$ cat config.mk
export PLATFORM = sky130hd
export DESIGN_NAME = uart_rx
export DESIGN_NICKNAME = d
export VERILOG_FILES = /design/src/rtl/uart_pkg.sv /design/src/rtl/uart_rx_sync_ff.sv /design/src/rtl/uart_rx.sv
export SDC_FILE = /design/constraint.sdc
export NUM_CORES = 1
export LEC_CHECK = 0
export BUFFER_PORTS_ARGS = -buffer_cell sky130_fd_sc_hd__buf_4
export CELL_PAD_IN_SITES_DETAIL_PLACEMENT = 0
export CELL_PAD_IN_SITES_GLOBAL_PLACEMENT = 2
export CORE_UTILIZATION = 37
export DETAILED_ROUTE_END_ITERATION = 16
export PLACE_DENSITY_LB_ADDON = 0.08
export SLEW_MARGIN = 15
export SYNTH_ARGS = -nofsm -noshare
export SYNTH_HDL_FRONTEND = slang
export SYNTH_SLANG_ARGS = --single-unit
$ cat constraint.sdc
create_clock -name clk -period 3.9 [get_ports clk]
set_input_delay 0.975 -clock clk [delete_from_list [all_inputs] [get_ports clk]]
set_output_delay 0.975 -clock clk [all_outputs]
set_load 0.01 [all_outputs]
$ cat src/rtl/uart_pkg.sv
// Shared UART definitions: data width and receiver state encoding.
package uart_pkg;

  localparam int DATA_W = 8;
  localparam int IDX_W  = $clog2(DATA_W);

  typedef enum logic [2:0] {
    IDLE,
    START,
    DATA,
    STOP1,
    STOP2
  } rx_state_t;

endpackage

$ cat src/rtl/uart_rx_sync_ff.sv
// N-stage flop synchronizer for a single asynchronous bit, resets to RST_VAL.
module sync_ff #(
  parameter int   N       = 2,
  parameter logic RST_VAL = 1'b1
) (
  input  logic clk,
  input  logic rst,
  input  logic d_i,
  output logic q_o
);

  logic [N-1:0] sync_q;

  // Shift the input through the synchronizer chain.
  always_ff @(posedge clk or posedge rst) begin
    // NOTE: sequential state uses <= so every flop samples the pre-edge value of its neighbour.
    if (rst) begin
      sync_q <= {N{RST_VAL}};
    end else begin
      sync_q <= {sync_q[N-2:0], d_i};
    end
  end

  assign q_o = sync_q[N-1];

endmodule

$ cat src/rtl/uart_rx.sv
// UART receiver: 8N1/8N2 deserializer with a one-entry valid/ready holding register.
module uart_rx
  import uart_pkg::*;
#(
  parameter int SYNC_STAGES = 2,
  parameter int DIV_W       = 16
) (
  input  logic              clk,
  input  logic              rst,
  input  logic [DIV_W-1:0]  cfg_div,
  input  logic              cfg_rxen,
  input  logic              cfg_nstop,
  input  logic              uart_rxd,
  output logic              rx_valid,
  output logic [DATA_W-1:0] rx_data,
  input  logic              rx_ready,
  output logic              rx_frame_err,
  output logic              rx_overflow
);

  rx_state_t         state_q;
  logic [DIV_W-1:0]  cnt_q;
  logic [IDX_W-1:0]  bit_idx_q;
  logic [DATA_W-1:0] shift_q;
  logic              rxd_s;
  logic              rxd_dly_q;

  logic              rx_valid_q, rx_valid_d;
  logic [DATA_W-1:0] rx_data_q, rx_data_d;
  logic              frame_err_q;
  logic              overflow_q, overflow_d;

  logic [DIV_W-1:0]  half_div;
  logic [DIV_W-1:0]  last_cnt;
  logic              start_edge;
  logic              stop_sample;
  logic              final_stop;
  logic              deliver;
  logic              frame_bad;

  sync_ff #(
    .N       (SYNC_STAGES),
    .RST_VAL (1'b1)
  ) u_sync (
    .clk (clk),
    .rst (rst),
    .d_i (uart_rxd),
    .q_o (rxd_s)
  );

  // One-cycle delayed copy of the synchronized line for falling-edge detection.
  always_ff @(posedge clk or posedge rst) begin
    if (rst) begin
      rxd_dly_q <= 1'b1;
    end else begin
      rxd_dly_q <= rxd_s;
    end
  end

  assign half_div    = cfg_div >> 1;
  assign last_cnt    = cfg_div - DIV_W'(1);
  assign start_edge  = rxd_dly_q & ~rxd_s;
  assign stop_sample = cfg_rxen && ((state_q == STOP1) || (state_q == STOP2)) && (cnt_q == last_cnt);
  assign final_stop  = (state_q == STOP2) || !cfg_nstop;
  assign deliver     = stop_sample && rxd_s && final_stop;
  assign frame_bad   = stop_sample && !rxd_s;

  // Frame FSM: baud counting, mid-bit sampling and data assembly.
  always_ff @(posedge clk or posedge rst) begin
    if (rst) begin
      state_q   <= IDLE;
      cnt_q     <= '0;
      bit_idx_q <= '0;
      shift_q   <= '0;
    end else if (!cfg_rxen) begin
      // Disabling aborts any partial frame without raising a flag.
      state_q <= IDLE;
      cnt_q   <= '0;
    end else begin
      case (state_q)
        IDLE: begin
          // An edge is required, so a held-low line (break) cannot retrigger.
          if (start_edge) begin
            cnt_q   <= '0;
            state_q <= START;
          end
        end
        START: begin
          if (cnt_q == half_div) begin
            cnt_q <= '0;
            if (rxd_s) begin
              state_q <= IDLE;  // glitch shorter than half a bit: false start
            end else begin
              bit_idx_q <= '0;
              state_q   <= DATA;
            end
          end else begin
            cnt_q <= cnt_q + DIV_W'(1);
          end
        end
        DATA: begin
          if (cnt_q == last_cnt) begin
            cnt_q              <= '0;
            shift_q[bit_idx_q] <= rxd_s;
            if (bit_idx_q == IDX_W'(DATA_W - 1)) begin
              state_q <= STOP1;
            end else begin
              bit_idx_q <= bit_idx_q + IDX_W'(1);
            end
          end else begin
            cnt_q <= cnt_q + DIV_W'(1);
          end
        end
        STOP1: begin
          // Leaving at mid-stop lets a start edge in the second half be caught.
          if (cnt_q == last_cnt) begin
            cnt_q   <= '0;
            state_q <= (rxd_s && cfg_nstop) ? STOP2 : IDLE;
          end else begin
            cnt_q <= cnt_q + DIV_W'(1);
          end
        end
        STOP2: begin
          if (cnt_q == last_cnt) begin
            cnt_q   <= '0;
            state_q <= IDLE;
          end else begin
            cnt_q <= cnt_q + DIV_W'(1);
          end
        end
        default: state_q <= IDLE;
      endcase
    end
  end

  // Holding register next state: consume, load, or keep.
  always_comb begin
    // NOTE: every combinational output gets a default first so no path leaves it unassigned (no latch).
    rx_valid_d = rx_valid_q;
    rx_data_d  = rx_data_q;
    if (rx_valid_q && rx_ready) begin
      rx_valid_d = 1'b0;
    end
    if (deliver && (!rx_valid_q || rx_ready)) begin
      rx_valid_d = 1'b1;
      rx_data_d  = shift_q;
    end
  end

  assign overflow_d = deliver && rx_valid_q && !rx_ready;

  // Registered consumer-side outputs and single-cycle error pulses.
  always_ff @(posedge clk or posedge rst) begin
    if (rst) begin
      rx_valid_q  <= 1'b0;
      rx_data_q   <= '0;
      frame_err_q <= 1'b0;
      overflow_q  <= 1'b0;
    end else begin
      rx_valid_q  <= rx_valid_d;
      rx_data_q   <= rx_data_d;
      frame_err_q <= frame_bad;
      overflow_q  <= overflow_d;
    end
  end

  assign rx_valid     = rx_valid_q;
  assign rx_data      = rx_data_q;
  assign rx_frame_err = frame_err_q;
  assign rx_overflow  = overflow_q;

endmodule

# Word-level counts from Yosys, hierarchy flattened
# Cells that the tools add are included.
word_totals:
  regBits: 44
classes:
  reduce_logical: 26
  n_mux: 25
  add_sub_neg: 3
  bitwise_logic: 2
  order_cmp: 2
  n_eq_ne: 18
ops:
  columns: ["cell", "count"]
  rows:
  - ["16-bit two-way mux", 4]
  - ["16-bit case mux with 3 select lines", 1]
  - ["3-bit two-way mux", 12]
  - ["16-bit by 1-bit adder with 16-bit output (second input constant)", 1]
  - ["16-bit by 15-bit == test with 1-bit output", 1]
  - ["16-bit == test", 1]
  - ["16-bit by 1-bit subtractor with 16-bit output (second input constant)", 1]
  - ["3-bit != test (second input constant)", 5]
  - ["3-bit case mux with 5 select lines", 1]
  - ["6-bit AND reduction", 2]
  - ["1-bit logical AND", 11]
  - ["8-bit bitwise mux", 1]
  - ["2-bit != test (second input constant)", 4]
  - ["3-bit by 2-bit == test with 1-bit output (second input constant)", 2]
  - ["3-bit == test (second input constant)", 2]
  - ["3-bit case mux with 2 select lines", 1]
  - ["1-bit logical NOT", 4]
  - ["3-bit by 4-bit less-than comparator with 1-bit output (second input constant)", 1]
  - ["4-bit by 2-bit != test with 1-bit output (second input constant)", 1]
  - ["2-bit nonzero test", 2]
  - ["3-bit by 1-bit adder with 3-bit output (second input constant)", 1]
  - ["1-bit demux with 3-bit select", 1]
  - ["3-bit by 1-bit == test with 1-bit output (second input constant)", 1]
  - ["3-bit by 1-bit >= comparator with 1-bit output (second input constant)", 1]
  - ["10 further kinds", 14]

# Depth between registers and ports, before layout
# Gate-level depths: netlist of the first run.
depth:
  depth_word: 8
  depth_mapped: 12
  mapped_depth_nobuf: 10

# Hierarchy
# A second synthesis of the first run with hierarchy kept.
unflattened:
  cells_unflattened: 330
  hier_area_um2: 2971.6
by_module_without_submodules:
  columns: ["mod", "seq_area_each_um2", "area_each_um2", "n_inst", "cells_each"]
  rows:
  - ["uart_rx", 1052.3, 2915.3, 1, 327]
  - ["sync_ff", 52.6, 56.3, 1, 3]

# Worst setup path after synthesis of the first run
# No wires, ideal clock.
synth_path:
  path_type: "input port to flip-flop"
  from: "input port cfg_div[0]"
  to: "register cnt_q[15]"
  setup_time_ps: 121
  path_slack_ps: 91
  path_buffers: 2
  path_stages: 11
  arrival_time_ps: 3688
  cell_sequence: "inv_1 -> ha_1 -> or4b_1 -> nor4_1 -> o2111ai_1 -> or4_1 -> nand4bb_4 -> o41a_4 -> buf_6 -> buf_8 -> a22o_1"
synth_between:
  elab_chain_cells: 5
synth_lines:
  columns: ["item", "line", "text"]
  rows:
  - ["start, declared", "uart_rx.sv:10", "input logic [DIV_W-1:0] cfg_div,"]
  - ["16-bit by 1-bit subtractor with 16-bit output", "uart_rx.sv:61", "assign last_cnt = cfg_div - DIV_W'(1);"]
  - ["16-bit == test", "uart_rx.sv:102, uart_rx.sv:116, uart_rx.sv:124", null]
  - ["16-bit two-way mux", "uart_rx.sv:102, uart_rx.sv:116, uart_rx.sv:124", null]
  - ["16-bit case mux with 3 select lines", "uart_rx.sv:80", "case (state_q)"]
  - ["16-bit two-way mux", "uart_rx.sv:75", "end else if (!cfg_rxen) begin"]
  - ["end signal, assigned", "uart_rx.sv:111", "cnt_q <= cnt_q + DIV_W'(1);"]
  - ["end signal, assigned", "uart_rx.sv:120", "cnt_q <= cnt_q + DIV_W'(1);"]
  - ["end signal, assigned", "uart_rx.sv:128", "cnt_q <= cnt_q + DIV_W'(1);"]
  - ["end, declared", "uart_rx.sv:22", "logic [DIV_W-1:0] cnt_q;"]
# Every way passes these cells.
# A chain may end at the register's enable or synchronous reset.

# Worst setup path after layout of the first run
layout_path:
  from: "input port cfg_div[0]"
  to: "register cnt_q[14]"
# The elaborated chain is that of the path after synthesis.

==> results of run 1 <==
## power breakdown
part           total, mW  switching (mW)  internal [mW]
Sequential         0.476          0.0112          0.465
Clock              0.367           0.173          0.193
Combinational      0.134          0.0764         0.0579
## metrics by stage
stage	area (um^2)	total power, mW
floorplan	2930	0.565
global placement	3350	0.619
detailed placement	3350	0.618
CTS	3470	0.990
global route	3500	1.03
finish	3500	0.977
## state kept, by name (all words and copies together) (netlist names)
name / count
state_q: 3
u_sync.sync_q: 2
rx_data: 8
bit_idx_q: 3
rx_valid: 1
shift_q: 8
rx_overflow: 1
rx_frame_err: 1
cnt_q: 16
rxd_dly_q: 1
## final timing paths
check | to | cells after the start
max reg2reg | cnt_q[14]$_DFFE_PP0P_ | 8
max | cnt_q[14]$_DFFE_PP0P_ | 11
min | u_sync.sync_q[1]$_DFF_PP1_ | 0
max in group asynchronous | rx_overflow$_DFF_PP0_ | 2
min in group asynchronous | rx_data[7]$_DFFE_PP0P_ | 2
min reg2reg | u_sync.sync_q[1]$_DFF_PP1_ | 0
## cell type report
cell class                 count  share of cell area
sequential                    44               0.316
clock buffer                   5              0.0197
clock inverter                 3              0.0132
multi-input combinational    239               0.493
inverter                       7             0.00751
tap                          102              0.0365
timing repair buffer          50               0.114
## worst max-delay path: stages
cell	delay (ns)
sky130_fd_sc_hd__buf_4	0.11
sky130_fd_sc_hd__inv_1	0.05
sky130_fd_sc_hd__ha_1	0.22
sky130_fd_sc_hd__or4b_4	0.51
sky130_fd_sc_hd__nor4_2	0.20
sky130_fd_sc_hd__o2111ai_1	0.14
sky130_fd_sc_hd__or4_1	0.42
sky130_fd_sc_hd__nand4bb_4	0.25
sky130_fd_sc_hd__o41a_4	0.50
sky130_fd_sc_hd__and3_1	0.19
sky130_fd_sc_hd__a221o_1	0.27
## placed cells by master (no fill, tap or decap), types with 3 or more instances in the layout
cell type	n
sky130_fd_sc_hd__or2_2	3
sky130_fd_sc_hd__mux2_2	18
sky130_fd_sc_hd__nor2_1	16
sky130_fd_sc_hd__nand3_1	12
sky130_fd_sc_hd__ha_1	4
sky130_fd_sc_hd__nor4_2	3
sky130_fd_sc_hd__a31oi_1	11
sky130_fd_sc_hd__nor4_1	8
sky130_fd_sc_hd__nand2b_1	11
sky130_fd_sc_hd__nand4_1	3
sky130_fd_sc_hd__xnor2_1	14
sky130_fd_sc_hd__nor3_1	9
sky130_fd_sc_hd__dfrtp_1	41
sky130_fd_sc_hd__or2b_1	5
sky130_fd_sc_hd__a21oi_1	14
sky130_fd_sc_hd__o21a_1	3
sky130_fd_sc_hd__dfstp_2	3
sky130_fd_sc_hd__and3_1	9
sky130_fd_sc_hd__o21ai_0	9
sky130_fd_sc_hd__xor2_1	24
sky130_fd_sc_hd__clkbuf_8	5
sky130_fd_sc_hd__or4_1	3
sky130_fd_sc_hd__a22o_1	4
sky130_fd_sc_hd__nand2_1	19
sky130_fd_sc_hd__nand3b_1	4
sky130_fd_sc_hd__inv_1	6
sky130_fd_sc_hd__buf_4	48
## cells by family (layout without fill, tap and decap cells)
| logic type | count (synthesis) | in the layout | synth area share |
|---|---|---|---|
| AND/OR/NAND/NOR | 121 | 121 | 0.244 |
| AO/OA/AOI/OAI | 56 | 56 | 0.127 |
| flip-flops | 44 | 44 | 0.377 |
| XOR/XNOR | 38 | 38 | 0.113 |
| buffers and inverters | 27 | 65 | 0.0456 |
| multiplexers | 20 | 20 | 0.0759 |
| adder cells (fa/ha/maj) | 4 | 4 | 0.0171 |
## per-layer routing
layer | up-vias | wire length [um]
met2 | 39 | 3490
met1 | 1159 | 3220
li1 | 1189 | -
met3 | 6 | 163
met5 | - | 0
met4 | 0 | 70
## cell usage after synthesis, types with 10 or more instances
cell type and instances:
sky130_fd_sc_hd__a21oi_1 14, sky130_fd_sc_hd__a31oi_1 11, sky130_fd_sc_hd__clkbuf_1 11, sky130_fd_sc_hd__dfrtp_1 41, sky130_fd_sc_hd__mux2_2 18, sky130_fd_sc_hd__nand2_1 19, sky130_fd_sc_hd__nand2b_1 11, sky130_fd_sc_hd__nand3_1 12
sky130_fd_sc_hd__nor2_1 16, sky130_fd_sc_hd__nor4_1 10, sky130_fd_sc_hd__o21ai_0 10, sky130_fd_sc_hd__xnor2_1 14, sky130_fd_sc_hd__xor2_1 24
==> metrics.yaml, run 1 <==
clocking:
  worst_setup_hold_path_clk_slew_ns: 0.09
  clock_insertion_delay_worst_skew_ns: 0.30
  post_cts_buffers: 0
  cts_num_sinks: 44
  post_cts_resize_count: 0
  cts_tree: "built"
  inserted_clock_buffers: 5
  cts.htree.levels: 2
  cts_root_buf: "sky130_fd_sc_hd__clkbuf_8"
  cts.path.max_buffers: 2
  post_cts_hold_buffer_count: 0
setup_path:
  crit-reg2reg-launch: "cnt_q[4]$_DFFE_PP0P_"
  startpoint_class_of_the_critical_path: "input pin"
  timing.critical_path.required_ns: 4.08
  timing.critical_path.to_type: "register"
  reg2reg_setup_slack_ns: 1.02
  startpoint: "cfg_div[0]"
  worstSetupPathType: "input pin to register"
  crit_fanout: 5
  cp_data_arrival_time_ns: 3.85
drt:
  drc: 0
  finalWirelength_mm: 6.94
  final_routed_wire_length_divided_by_cell_count_um: 15.4
  ant_nets: 0
  first_iter_violations: 98
  first_pass_iteration_count_of_the_detailed_router: 4
  dr_total_vias: 2393
  via_per_inst: 5.32
logic_synthesis:
  yosys.cell_types.count: 53
  ys_seq_elements: 44
  synth.avg_cell_area_um2: 9.46
  fraction_of_post_synthesis_cell_area_in_the_top_cell_type_by_area: 0.350
  synth-main-ff-cell: "sky130_fd_sc_hd__dfrtp_1"
  cell_type_contributing_the_most_total_cell_area_after_synthesis: "sky130_fd_sc_hd__dfrtp_1"
  synth_edf_count: 0
  synth_top_cells_by_area: "sky130_fd_sc_hd__dfrtp_1 35%, sky130_fd_sc_hd__xor2_1 7.2%, sky130_fd_sc_hd__mux2_2 6.9%, sky130_fd_sc_hd__xnor2_1 4.2%, sky130_fd_sc_hd__dfstp_2 2.7%"
  synth.net_count: 336
  synth_cells: 310
  fraction_of_registers_with_async_set_reset: 1.00
  yosysWarningCount: 0
  synth.cell_area_um2: 2930
  fraction_of_the_yosys_area_taken_by_sequential_cells: 0.377
place:
  port_buffers: 32
  dpl_worst_slack_ns: -0.167
  place.gp.congestion: 0.800
  hpwlAfterDp_mm: 5.19
  place.detailed.instances: 442
floorplan:
  initial_utilization: 0.382
  dieHeight_um: 91.1
  rows: 32
  fp.dieW_um: 91.1
  ioPinCount: 33
  core_area_um2: 7690
  die_area_um2: 8290
power:
  power.leakage_nw: 1.56
  power_per_cell_area_nw_per_um2: 279
  vdd.ir_drop.worst_mv: 0.151
global_routing:
  grt_pass1_wl_mm: 12.3
  vias_in_the_first_global_route: 2444
  grt_start_max_net_pins: 45
  gr-max-usage-layer: "met2"
  grt_use_met2: 0.322
  use_met1: 0.241
  gr-total-overflow: 0
  global_route.usage.total: 0.185
  global_route.usage.met3: 0.0251
  antenna_found_initial: 0
cells_and_area:
  layout-area-overhead-vs-synth_pct: 19.3
  fin_cells: 450
  filler_cell_count: 778
  finish.utilization: 0.455
  nNetsFinal: 373
  final_layout_size_suffix_gt1_frac: 0.267
  area.sequential_um2: 1100
  multi_input_comb_area_um2: 1730
  number_of_diodes: 0
sta:
  fin_worst_hold_slack_ns: 0.360
  finalCritPeriodShare: 0.941
  rsz0062_at_grt: "false"
  worst_slew_margin_rel: 0.363
  total_neg_setup_slack_ns: 0
  timing.clock.skew_ns: 0.00915
  post-route-worst-setup-slack_ns: 0.230
  timing.final.hold_violations: 0
  finalSetupViolations: 0
  final_critical_delay_including_setup_and_external_delays_ns: 3.67
  slew_viol_final: 0
  achievable-frequency_ghz: 0.272
  tightest_slew_ns: 0.954
run_status:
  outcome: "finished clean"
min_path:
  hold_start: "u_sync.sync_q[0]$_DFF_PP1_"
  timing.hold.worst.class: "register to register"
job:
  maximum_capacitance_violations: 0
Power figures use the tool's default switching activity.
==> run 2, diff against run 1 <==
==> constraint.sdc (replaced) <==
create_clock -name clk -period 3.9 [get_ports clk]
set_input_delay 0.585 -clock clk [delete_from_list [all_inputs] [get_ports clk]]
set_output_delay 0.585 -clock clk [all_outputs]
set_load 0.01 [all_outputs]
==> run 2 against run 1 <==
Compared with the run above:
- final area decreased by 4.1%
- final cell count down 2.7%
- die area stayed put
- sequential share of layout area increased by 1.4 points
- critical endpoint unchanged
- clock skew fell by 0.0013 ns
- first-iteration DRC count shrank 15%
- clock power fell by 2%
- via count down 3.8%
- worst hold slack hardly changed
- fmax is 5.0% higher
- utilization fell by 1.9 points
- clock-buffer cell count is the same
==> metrics.yaml, run 2 (same netlist as run 1, synthesis figures left out) <==
cells_and_area:
  multi_input_comb_area_um2: 1700
  regMostFlops: "cnt_q"
  number_of_diodes: 0
  area.sequential_um2: 1100
  final_layout_size_suffix_gt1_frac: 0.229
  nNetsFinal: 361
  filler_cell_count: 778
  fin_cells: 438
  largest_register_ff_count: 16
  layout-area-overhead-vs-synth_pct: 14.3
  highest_count_cells_in_the_layout_ignoring_fill_and_taps: "41 x sky130_fd_sc_hd__dfrtp_1, 38 x sky130_fd_sc_hd__buf_4, 24 x sky130_fd_sc_hd__xor2_1"
  layout_commonest_cell: "sky130_fd_sc_hd__dfrtp_1"
clocking:
  post_cts_buffers: 0
  post_cts_hold_buffer_count: 0
  worst_setup_hold_path_clk_slew_ns: 0.09
  clock_insertion_delay_worst_skew_ns: 0.30
  cts.path.max_buffers: 2
  cts.htree.levels: 2
  cts_num_sinks: 44
  cts_tree: "built"
  cts_root_buf: "sky130_fd_sc_hd__clkbuf_8"
  post_cts_resize_count: 0
  inserted_clock_buffers: 5
power:
  vdd.ir_drop.worst_mv: 0.184
  power_per_cell_area_nw_per_um2: 287
  power.leakage_nw: 1.49
setup_path:
  critical_path.slowest_cell: "sky130_fd_sc_hd__o41a_4"
  reg2regPathDepth: 8
  crit-reg2reg-launch: "cnt_q[10]$_DFFE_PP0P_"
  timing.critical_path.required_ns: 4.09
  crit_fanout: 20
  cp_top_family: "simple AND/OR/NAND/NOR gates"
  startpoint_class_of_the_critical_path: "input pin"
  worstSetupPathType: "input pin to register"
  worstPathCellList: "buf_4, inv_1, ha_1, or4b_1, nor4_1, o2111ai_1, or4_1, nand4bb_4, o41a_4, and3_1, a221o_1"
  reg2reg_to: "cnt_q[14]$_DFFE_PP0P_"
  cpPeakStageDelay_ns: 0.56
  timing.critical_path.to_type: "register"
  reg2reg_setup_slack_ns: 1.03
  critPathBufInv: 2
  cp_data_arrival_time_ns: 3.69
global_routing:
  grt_start_max_net_pins: 45
  grt_pass1_wl_mm: 11.5
  gr-max-usage-layer: "met2"
  global_route.usage.met3: 0.0260
  gr-total-overflow: 0
  antenna_found_initial: 0
  global_route.usage.total: 0.173
  use_met1: 0.231
  vias_in_the_first_global_route: 2216
  grt_use_met2: 0.293
sta:
  slew_viol_final: 0
  total_neg_setup_slack_ns: 0
  tightest_slew_ns: 0.920
  timing.clock.skew_ns: 0.00783
  worst_slew_margin_rel: 0.386
  finalCritPeriodShare: 0.897
  finalSetupViolations: 0
  timing.final.hold_violations: 0
  achievable-frequency_ghz: 0.286
  final_critical_delay_including_setup_and_external_delays_ns: 3.50
  rsz0062_at_grt: "false"
drt:
  finalWirelength_mm: 6.72
  first_pass_iteration_count_of_the_detailed_router: 4
  via_per_inst: 5.26
  ant_nets: 0
  final_routed_wire_length_divided_by_cell_count_um: 15.3
  drc: 0
  first_iter_violations: 83
  dr_total_vias: 2302
run_status:
  outcome: "finished clean"
place:
  place.detailed.instances: 430
  port_buffers: 32
  hpwlAfterDp_mm: 5.05
  place.gp.congestion: 0.829
floorplan:
  rows: 32
  core_area_um2: 7690
  ioPinCount: 33
  initial_utilization: 0.382
  dieHeight_um: 91.1
  die_area_um2: 8290
  fp.dieW_um: 91.1
min_path:
  hold_start: "u_sync.sync_q[0]$_DFF_PP1_"
  holdPathStages: 0
  endpoint_with_the_worst_hold_slack: "u_sync.sync_q[1]$_DFF_PP1_"
  timing.hold.worst.class: "register to register"
job:
  maximum_capacitance_violations: 0
==> run 2: cell types whose count changed in the layout (fill, tap and decap cells not counted), sizes merged <==
cell / previous run / this run
buf: 50 / 38
==> run 2: metrics by stage <==
step | util | total power [mW] | instance area, um^2 | hold slack [ns] | setup WS, ns
after global placement | 0.421 | 0.612 | 3240 | 0.346 | 0.134
after global routing | 0.436 | 1.01 | 3350 | 0.367 | 0.199
after detailed placement | 0.421 | 0.612 | 3240 | 0.348 | 0.0687
final | 0.436 | 0.961 | 3350 | 0.360 | 0.403
after floorplan | - | 0.565 | 2930 | 0.345 | 0.481
after CTS | 0.436 | 0.977 | 3350 | 0.361 | 0.400
==> run 2: report_power, final <==
group	internal (mW)	switching (mW)	total, mW
registers	0.465	0.0112	0.476
logic	0.0512	0.0741	0.125
clock network	0.193	0.167	0.360
total	0.709	0.252	0.961
==> run 2: area by class of cell <==
class | count | area share
clock buffer | 5 | 0.0205
clock inverter | 3 | 0.0138
inverter | 7 | 0.00783
multi-input combinational | 239 | 0.505
sequential | 44 | 0.329
tap | 102 | 0.0380
timing repair buffer | 38 | 0.0850
==> run 2: routing by layer <==
metal,vias up,share of wire,routed length [um]
li1,1168,-,-
met1,1098,0.47,3170
met2,31,0.49,3300
met3,5,0.026,176
met4,0,0.011,72
met5,-,0,0
==> run 2: worst max path at each step <==
| stage | start | end | cells after the start |
|---|---|---|---|
| after floorplan | cfg_div[0] | cnt_q[15]$_DFFE_PP0P_ | 11 |
| after global placement | cfg_div[0] | cnt_q[14]$_DFFE_PP0P_ | 11 |
| after detailed placement | cfg_div[0] | cnt_q[14]$_DFFE_PP0P_ | 11 |
| after CTS | cfg_div[0] | cnt_q[8]$_DFFE_PP0P_ | 12 |
| after global routing | cfg_div[0] | cnt_q[9]$_DFFE_PP0P_ | 12 |
| final | cfg_div[0] | cnt_q[14]$_DFFE_PP0P_ | 11 |
==> run 2: worst reg2reg max path, delay by kind of cell, from the launching register on <==
family | cells | cell delay, ns
simple gates | 4 | 1.06
compound gates | 3 | 0.90
flops | 1 | 0.47
xor+xnor | 1 | 0.34
==> run 3, diff against run 2 <==
- RECOVER_POWER: not set -> 100
- SKIP_LAST_GASP: not set -> 1
==> run 3 against run 2 <==
Compared with the run above:
- the flow now finishes with violations (capacitance limit, slew limit)
- total power shrank 0.14%
- sequential share of layout area grew 0.54 points
- clock-buffer cell count is the same
- final cell count is the same
- via count is the same
- first-iteration DRC count shrank 16%
- non-clock buffer count is the same
- clock power is essentially flat
- die area is the same
- utilization shrank 0.70 points
- critical endpoint is now cnt_q[8]$_DFFE_PP0P_
- highest routed layer unchanged
==> metrics.yaml, run 3 (same netlist as run 1, synthesis figures left out) <==
setup_path:
  worstPathCellList: "buf_4, inv_1, ha_1, or4b_1, nor4_1, buf_4, xor2_1, o221ai_1, a22oi_1, o41a_4, buf_4, or2b_1, a31oi_1"
  cp_data_arrival_time_ns: 3.73
  timing.critical_path.required_ns: 4.12
  reg2regPathDepth: 9
  cpPeakStageDelay_ns: 0.54
  cpMostUsedCell: "sky130_fd_sc_hd__buf_4"
  crit_fanout: 20
  startpoint_class_of_the_critical_path: "input pin"
  timing.critical_path.to_type: "register"
  worstSetupPathType: "input pin to register"
  critical_path.slowest_cell: "sky130_fd_sc_hd__or4b_1"
floorplan:
  rows: 32
  die_area_um2: 8290
  dieHeight_um: 91.1
  fp.dieW_um: 91.1
  ioPinCount: 33
  core_area_um2: 7690
  initial_utilization: 0.382
clocking:
  cts.path.max_buffers: 2
  cts_root_buf: "sky130_fd_sc_hd__clkbuf_8"
  post_cts_resize_count: 0
  worst_setup_hold_path_clk_slew_ns: 0.09
  cts_num_sinks: 44
  post_cts_buffers: 0
  clock_insertion_delay_worst_skew_ns: 0.30
  cts.htree.levels: 2
  cts_tree: "built"
  inserted_clock_buffers: 5
  post_cts_hold_buffer_count: 0
drt:
  final_routed_wire_length_divided_by_cell_count_um: 15.4
  drc: 0
  via_per_inst: 5.26
  first_iter_violations: 70
  finalWirelength_mm: 6.74
  first_pass_iteration_count_of_the_detailed_router: 4
  dr_total_vias: 2302
  ant_nets: 0
power:
  internal_power_mw: 0.709
  power_per_cell_area_nw_per_um2: 291
  power_switching_share: 0.262
  seq_power_share: 0.495
  vdd.ir_drop.worst_mv: 0.184
  share_of_total_power_in_combinational_logic: 0.130
  power.leakage_nw: 1.44
  clock_power_share: 0.375
  power_switching_mw: 0.252
cells_and_area:
  highest_count_cells_in_the_layout_ignoring_fill_and_taps: "41 x sky130_fd_sc_hd__dfrtp_1, 24 x sky130_fd_sc_hd__xor2_1, 23 x sky130_fd_sc_hd__buf_4"
  postLayoutCellArea_um2: 3300
  filler_cell_count: 785
  number_of_diodes: 0
  largest_register_ff_count: 16
  layout_commonest_cell: "sky130_fd_sc_hd__dfrtp_1"
  layout-area-overhead-vs-synth_pct: 12.5
  final_layout_size_suffix_gt1_frac: 0.185
  regMostFlops: "cnt_q"
  nNetsFinal: 361
sta:
  finalSetupViolations: 0
  timing.final.hold_violations: 0
  worst_slew_margin_rel: -0.117
  total_neg_setup_slack_ns: 0
  tightest_slew_ns: 1.67
  slew_viol_final: 45
  timing.clock.skew_ns: 0.00721
  finalCritPeriodShare: 0.900
  achievable-frequency_ghz: 0.285
  final_critical_delay_including_setup_and_external_delays_ns: 3.51
  rsz0062_at_grt: "false"
place:
  place.gp.congestion: 0.829
  hpwlAfterDp_mm: 5.05
  place_area_um2: 3240
  port_buffers: 32
job:
  maximum_capacitance_violations: 1
min_path:
  timing.hold.worst.class: "register to register"
  holdPathStages: 0
global_routing:
  antenna_found_initial: 0
  vias_in_the_first_global_route: 2216
  grt_pass1_wl_mm: 11.5
  grt_start_max_net_pins: 45
  gr-total-overflow: 0
  global_route.usage.total: 0.173
run_status:
  failed_checks: "capacitance limit, slew limit"
  outcome: "complete, but fails checks"
-- run 3: changes by cell type in the layout (fill, tap and decap cells not counted), sizes merged --
cell and change:
buf -15, clkbuf +15
-- run 3: layout make-up --
| cell class | instances | area [um^2] | share of cell area |
|---|---|---|---|
| multi-input cells | 239 | 1690 | 0.512 |
| flip-flops and latches | 44 | 1100 | 0.335 |
| repair buffers | 38 | 238 | 0.0720 |
| well taps | 102 | 128 | 0.0387 |
| clock buffers | 5 | 68.8 | 0.0208 |
| clock inverters | 3 | 46.3 | 0.0140 |
| inverters | 7 | 26.3 | 0.00796 |
-- run 3: final timing paths --
path	start	end	slack [ns]
min in group asynchronous	rst	cnt_q[12]$_DFFE_PP0P_	0.80
max in group asynchronous	rst	cnt_q[4]$_DFFE_PP0P_	2.11
hold reg to reg	u_sync.sync_q[0]$_DFF_PP1_	u_sync.sync_q[1]$_DFF_PP1_	0.36
hold / removal	u_sync.sync_q[0]$_DFF_PP1_	u_sync.sync_q[1]$_DFF_PP1_	0.36
setup / recovery	cfg_div[0]	cnt_q[8]$_DFFE_PP0P_	0.39
setup reg to reg	cnt_q[10]$_DFFE_PP0P_	rx_data[6]$_DFFE_PP0P_	1.02
-- run 3: critical path, delay by kind of cell --
family,cells,cell delay (ns)
AOI/OAI and AO/OA,4,1.13
and+or+nand+nor,3,1.07
buffers and inverters,4,0.57
adders and majority gates,1,0.22
xor gates and xnor gates,1,0.14
-- run 3: power by group through the flow --
stage	Combinational, mW	Sequential, mW	Clock [mW]
2_1_floorplan	0.0852	0.480	0
3_3_place_gp	0.127	0.485	0
5_1_grt	0.141	0.479	0.388
6_report	0.125	0.476	0.360
3_5_place_dp	0.127	0.485	0
4_1_cts	0.127	0.476	0.374
-- run 3: layer usage --
metal,vias up,global-route usage,part of all wire
li1,1169,-,-
met1,1102,0.231,0.48
met2,26,0.293,0.49
met3,5,0.0260,0.023
met4,0,0.0437,0.011
met5,-,0,0
-- run 3: per-stage QoR --
step	util	setup slack (ns)	power, mW	instances	hold slack, ns
after global placement	0.421	0.134	0.612	430	0.346
after global routing	0.429	0.113	1.01	438	0.373
after CTS	0.436	0.400	0.977	438	0.361
after detailed placement	0.421	0.0687	0.612	430	0.348
final	0.429	0.390	0.960	438	0.365
after floorplan	-	0.481	0.565	310	0.345
